$ cat config.mk
export PLATFORM = sky130hd
export DESIGN_NAME = uart_tx_core
export DESIGN_NICKNAME = d
export VERILOG_FILES = /design/src/rtl/uart_tx_core.sv
export SDC_FILE = /design/constraint.sdc
export NUM_CORES = 1
export LEC_CHECK = 0
export CAP_MARGIN = 20
export CORE_ASPECT_RATIO = 1.75
export CORE_MARGIN = 1.5
export CORE_UTILIZATION = 60
export DETAILED_ROUTE_END_ITERATION = 10
export DONT_BUFFER_PORTS = 1
export GPL_TIMING_DRIVEN = 0
export PLACE_DENSITY = 0.76
export SYNTH_ARGS = -nofsm -noshare
export SYNTH_HDL_FRONTEND = slang
export SYNTH_SLANG_ARGS = --single-unit
$ cat constraint.sdc
create_clock -name clk -period 2.45 [get_ports clk]
set_input_delay 0.245 -clock clk [delete_from_list [all_inputs] [get_ports clk]]
set_output_delay 0.245 -clock clk [all_outputs]
set_load 0.05 [all_outputs]
$ cat src/rtl/uart_tx_core.sv
// uart_tx_core: UART transmitter. Takes one Word_Len-bit word per valid/ready
// handshake and sends start bit, data LSB first, optional even parity and one
// stop bit on Uart_Tx. All outputs are registered. The line idles high.
//
// Optional feature: define UART_TX_PARITY_EN to insert an even-parity bit
// between the last data bit and the stop bit.
//
// state   | meaning
// --------+------------------------------------------------------------
// S_IDLE  | line high, ready high, waiting for a word
// S_START | start bit (0) for CLKS_PER_BIT cycles
// S_DATA  | data bits, LSB first, CLKS_PER_BIT cycles each
// S_PARITY| even parity of the latched word (UART_TX_PARITY_EN only)
// S_STOP  | stop bit (1); on wrap return to idle and raise ready
`timescale 1ns/1ps

module uart_tx_core #(
   parameter int CLK_FREQ  = 50_000_000,
   parameter int BAUD_RATE = 9600,
   parameter int Word_Len  = 8
) (
   input  logic                clk,
   input  logic                reset,
   input  logic [Word_Len-1:0] tx_data_in,
   input  logic                tx_data_valid,
   output logic                Uart_Tx,
   output logic                tx_data_ready
);

   localparam int CLKS_PER_BIT = CLK_FREQ / BAUD_RATE;
   localparam int CNT_W        = (CLKS_PER_BIT > 1) ? $clog2(CLKS_PER_BIT) : 1;
   localparam int BIT_W        = $clog2(Word_Len);
   localparam logic [CNT_W-1:0] CNT_LAST = CNT_W'(CLKS_PER_BIT - 1);
   localparam logic [BIT_W-1:0] BIT_LAST = BIT_W'(Word_Len - 1);

   typedef enum logic [2:0] {
      S_IDLE,
      S_START,
      S_DATA,
`ifdef UART_TX_PARITY_EN
      S_PARITY,
`endif
      S_STOP
   } state_t;

   state_t              state_q, state_d;
   logic [CNT_W-1:0]    cnt_q, cnt_d;
   logic [BIT_W-1:0]    bit_idx_q, bit_idx_d;
   logic [Word_Len-1:0] shift_q, shift_d;
   logic                tx_q, tx_d;
   logic                ready_q, ready_d;
`ifdef UART_TX_PARITY_EN
   logic                parity_q, parity_d;
`endif
   logic                baud_wrap;

   assign baud_wrap     = (cnt_q == CNT_LAST);
   assign Uart_Tx       = tx_q;
   assign tx_data_ready = ready_q;

   // State and datapath registers; reset forces the line high and aborts any frame.
   always_ff @(posedge clk or negedge reset) begin
      if (!reset) begin
         state_q   <= S_IDLE;
         cnt_q     <= '0;
         bit_idx_q <= '0;
         shift_q   <= '0;
         tx_q      <= 1'b1;
         ready_q   <= 1'b1;
`ifdef UART_TX_PARITY_EN
         parity_q  <= 1'b0;
`endif
      end else begin
         state_q   <= state_d;
         cnt_q     <= cnt_d;
         bit_idx_q <= bit_idx_d;
         shift_q   <= shift_d;
         tx_q      <= tx_d;
         ready_q   <= ready_d;
`ifdef UART_TX_PARITY_EN
         parity_q  <= parity_d;
`endif
      end
   end

   // Next-state logic; tx_d is the value the line takes after this edge,
   // so the start bit appears on the very edge that accepts the word.
   always_comb begin
      state_d   = state_q;
      cnt_d     = cnt_q;
      bit_idx_d = bit_idx_q;
      shift_d   = shift_q;
      tx_d      = tx_q;
      ready_d   = ready_q;
`ifdef UART_TX_PARITY_EN
      parity_d  = parity_q;
`endif

      if (state_q != S_IDLE) begin
         cnt_d = baud_wrap ? '0 : cnt_q + 1'b1;
      end

      case (state_q)
         S_IDLE: begin
            tx_d    = 1'b1;
            ready_d = 1'b1;
            cnt_d   = '0;
            if (tx_data_valid && ready_q) begin
               shift_d   = tx_data_in;
`ifdef UART_TX_PARITY_EN
               parity_d  = ^tx_data_in;
`endif
               bit_idx_d = '0;
               tx_d      = 1'b0;
               ready_d   = 1'b0;
               state_d   = S_START;
            end
         end
         S_START: begin
            if (baud_wrap) begin
               tx_d    = shift_q[0];
               state_d = S_DATA;
            end
         end
         S_DATA: begin
            if (baud_wrap) begin
               if (bit_idx_q == BIT_LAST) begin
`ifdef UART_TX_PARITY_EN
                  tx_d    = parity_q;
                  state_d = S_PARITY;
`else
                  tx_d    = 1'b1;
                  state_d = S_STOP;
`endif
               end else begin
                  bit_idx_d = bit_idx_q + 1'b1;
                  shift_d   = shift_q >> 1;
                  tx_d      = shift_q[1];
               end
            end
         end
`ifdef UART_TX_PARITY_EN
         S_PARITY: begin
            if (baud_wrap) begin
               tx_d    = 1'b1;
               state_d = S_STOP;
            end
         end
`endif
         S_STOP: begin
            if (baud_wrap) begin
               tx_d    = 1'b1;
               ready_d = 1'b1;
               state_d = S_IDLE;
            end
         end
         default: begin
            tx_d    = 1'b1;
            ready_d = 1'b1;
            cnt_d   = '0;
            state_d = S_IDLE;
         end
      endcase
   end

endmodule

==> metrics.yaml <==
floorplanning:
  floorplan.initialDensity_pct: 62.55
  chipHeight_microns: 70.03
  fp.dieW_microns: 41.30
  pin_count: 13
  fp.coreArea_sq_um: 2462
  rows: 24
  design.die.area_sq_um: 2892
timing:
  tightestPinTransition_ns: 0.4032
  final_max_slew_viol_count: 0
  post-route-worst-setup-slack_ns: 0.2958
  final.period_utilization_pct: 87.93
  fin_skew_ns: 0.006044
  rsz0062_at_grt: "false"
  hold_slack_ns: 0.2011
  final-hold-violation-count: 0
  final_period_minus_worst_setup_slack_ns: 2.154
  fmax_mhz: 464.2
  setup_viol: 0
  fin_setup_tns_ns: 0
  max_slew_margin_pct: 73.12
power_and_ir_drop:
  ir_worst_vdd_mv: 0.7068
  cellPowerDensity_nw_per_um2: 1119
  clockPowerShare_pct: 19.0
  switching_share_pct: 35.84
  p_int_w: 0.001202
  cellLeakagePower_nw: 0.7336
  comb_power_share_pct: 39.0
  p_seq_share_pct: 42.0
  switching_power_w: 0.0006714
worst_setup_path:
  critPathMaxFanout: 10
  critical_path_required_ns: 2.62
  crit_path_start_kind: "register"
  timing.critical_path.to_type: "register"
  critPathBufInv: 2
  regToRegSetupSlack_ns: 0.30
  crit_family: "compound AO/OA/AOI/OAI gates"
  crit_path_cell_trace: "inv_1, ha_1, a21boi_0, a21o_1, buf_2, a21oi_2, mux2_2"
  crit_path_max_incr_delay_ns: 0.42
  worst_ep_arrival_time_ns: 2.32
  critPathSlowestCell: "sky130_fd_sc_hd__dfrtp_1"
  timing_worst_setup_path_type: "reg2reg"
layout:
  finish.net_count: 174
  multiInputGateArea_sq_um: 783.3
  final_cell_count_without_fillers: 180
  antennaDiodeCount: 0
  areaGrowthSynthToFinish_pct: 8.692
  num-fill-cells: 184
  seq_area_sq_um: 703.2
  post_route_cells_drive_above_1_share_pct: 19.48
  postLayoutCellArea_sq_um: 1674
worst_hold_path:
  worst_min_delay_path_category: "in2reg"
synthesis:
  synth_top_cells_by_area: "sky130_fd_sc_hd__dfrtp_1 (42%), sky130_fd_sc_hd__mux2_2 (10%), sky130_fd_sc_hd__ha_1 (6.5%)"
  syn_area_sq_um: 1540
  synth.net_count: 167
  postSynth.asyncResetShare_pct: 100.0
  synth_flop_cell: "sky130_fd_sc_hd__dfrtp_1"
  post-synth-top-count-cell: "sky130_fd_sc_hd__dfrtp_1"
  yosys_register_bits: 28
  seq_area_frac_synth_pct: 45.65
  synth_edf_count: 0
  synth.lib_cells_used.distinct: 35
  synthesis.instances: 148
  synth_top_area_share_pct: 42.24
  yosys_warnings: 0
  synth.top_cells.by_count: "sky130_fd_sc_hd__dfrtp_1 (26), sky130_fd_sc_hd__nor2_1 (15), sky130_fd_sc_hd__mux2_2 (14)"
  avgSynthCellArea_sq_um: 10.41
  yosys.area.top_type: "sky130_fd_sc_hd__dfrtp_1"
placed_design:
  dp.cells: 174
  pre_cts_ws_ns: 0.2960
  portBuffers: 0
  post_dp_hpwl_mm: 2.029
  total_placed_instance_area_sq_um: 1573
  finalWeightedCongestion: 0.7882
route:
  vias_per_cell: 6.067
  route.vias.total: 1092
  drc: 0
  drt_iter0_markers: 27
  drtPass1Iterations: 4
  drtAntennaViolNets: 0
  wirelength_mm: 2.655
  routed_wire_length_per_instance_microns: 14.75
cts:
  postCtsSetupRepairBufs: 0
  numCtsBuffers: 3
  clk_pin_slew_ns: 0.09
  htreeDepth: 1
  cts.sinks: 28
  clockRootBuffer: "sky130_fd_sc_hd__clkbuf_8"
  cts-hold-fix-buffers: 2
  cts_tree: "done"
  clk_latency_ns: 0.27
  cts_max_path_buffers: 2
  cts-resized-gates: 0
grt:
  grt_overflow: 0
  grt_first_pass_wirelength_mm: 4.719
  grtUsageMet3_pct: 2.857
  use_met2_pct: 39.93
  grt_util_met1_pct: 25.43
  grt_resource_usage_total_pct: 22.93
  antenna_violations_before_repair: 0
  first_global_vias: 1159
  globalRoute.busiestLayer: "met2"
  largest_net_degree_at_the_start_of_global_routing: 29
outcome:
  outcome: "complete, no violations"
run:
  cap_violations: 0
per-stage QoR:
step | total power [W] | utilization, %
after floorplan | 0.001356 | -
after global placement | 0.001474 | 63.87
after detailed placement | 0.001515 | 63.87
after CTS | 0.001889 | 67.99
after global routing | 0.002015 | 67.99
final | 0.001873 | 67.99
layout make-up:
class	instances	area share (%)
sequential	28	42.00
clock buffer	3	2.466
tap	26	1.943
clock inverter	1	1.794
multi-input combinational	107	46.79
inverter	8	1.794
buffer	5	1.420
timing repair buffer	2	1.794
per-layer routing:
layer / share of wire [%] / vias to the layer above
met2: 57 / 13
li1: - / 533
met1: 39 / 541
met4: 1.8 / 0
met5: 0 / -
met3: 2.0 / 5
kinds of logic after synthesis:
| family | share of synthesized area [%] |
|---|---|
| compound gates | 6.094 |
| simple gates | 20.31 |
| fa+ha+maj | 6.499 |
| flops | 45.65 |
| xor+xnor | 6.256 |
| buf+inv | 3.493 |
| mux | 11.70 |
worst paths after layout:
check | start | end | cells past startpoint
setup / recovery | state_q[0] | shift_q[5] | 7
hold reg to reg | cnt_q[0] | cnt_q[0] | 1
max in group asynchronous | reset | tx_data_ready | 2
min in group asynchronous | reset | cnt_q[5] | 2
setup reg to reg | state_q[0] | shift_q[5] | 7
hold / removal | tx_data_valid | tx_data_ready | 2
layout by cell type (no fill, tap or decap), types with 4 or more instances in the layout:
cell type | synthesis | final
sky130_fd_sc_hd__nor2_1 | 15 | 15
sky130_fd_sc_hd__nand3_1 | 11 | 11
sky130_fd_sc_hd__nand4_1 | 5 | 5
sky130_fd_sc_hd__xnor2_1 | 8 | 8
sky130_fd_sc_hd__nand2_1 | 11 | 11
sky130_fd_sc_hd__buf_2 | 4 | 4
sky130_fd_sc_hd__o21ai_0 | 4 | 4
sky130_fd_sc_hd__inv_1 | 8 | 8
sky130_fd_sc_hd__dfrtp_1 | 26 | 26
sky130_fd_sc_hd__mux2_2 | 14 | 14
sky130_fd_sc_hd__ha_1 | 8 | 8
registers in the layout (all words and copies together) (netlist names):
name	cells
shift_q	8
Uart_Tx	1
bit_idx_q	3
tx_data_ready	1
state_q	2
cnt_q	13
power by group through the flow:
stage / clock network [W] / logic, W / registers [W]
finish: 0.000356 / 0.000730 / 0.000787
global route: 0.000382 / 0.000820 / 0.000814
CTS: 0.000364 / 0.000736 / 0.000789
detailed placement: 0 / 0.000719 / 0.000796
global placement: 0 / 0.000687 / 0.000787
floorplan: 0 / 0.000594 / 0.000763
(Power assumes the default switching activity.)
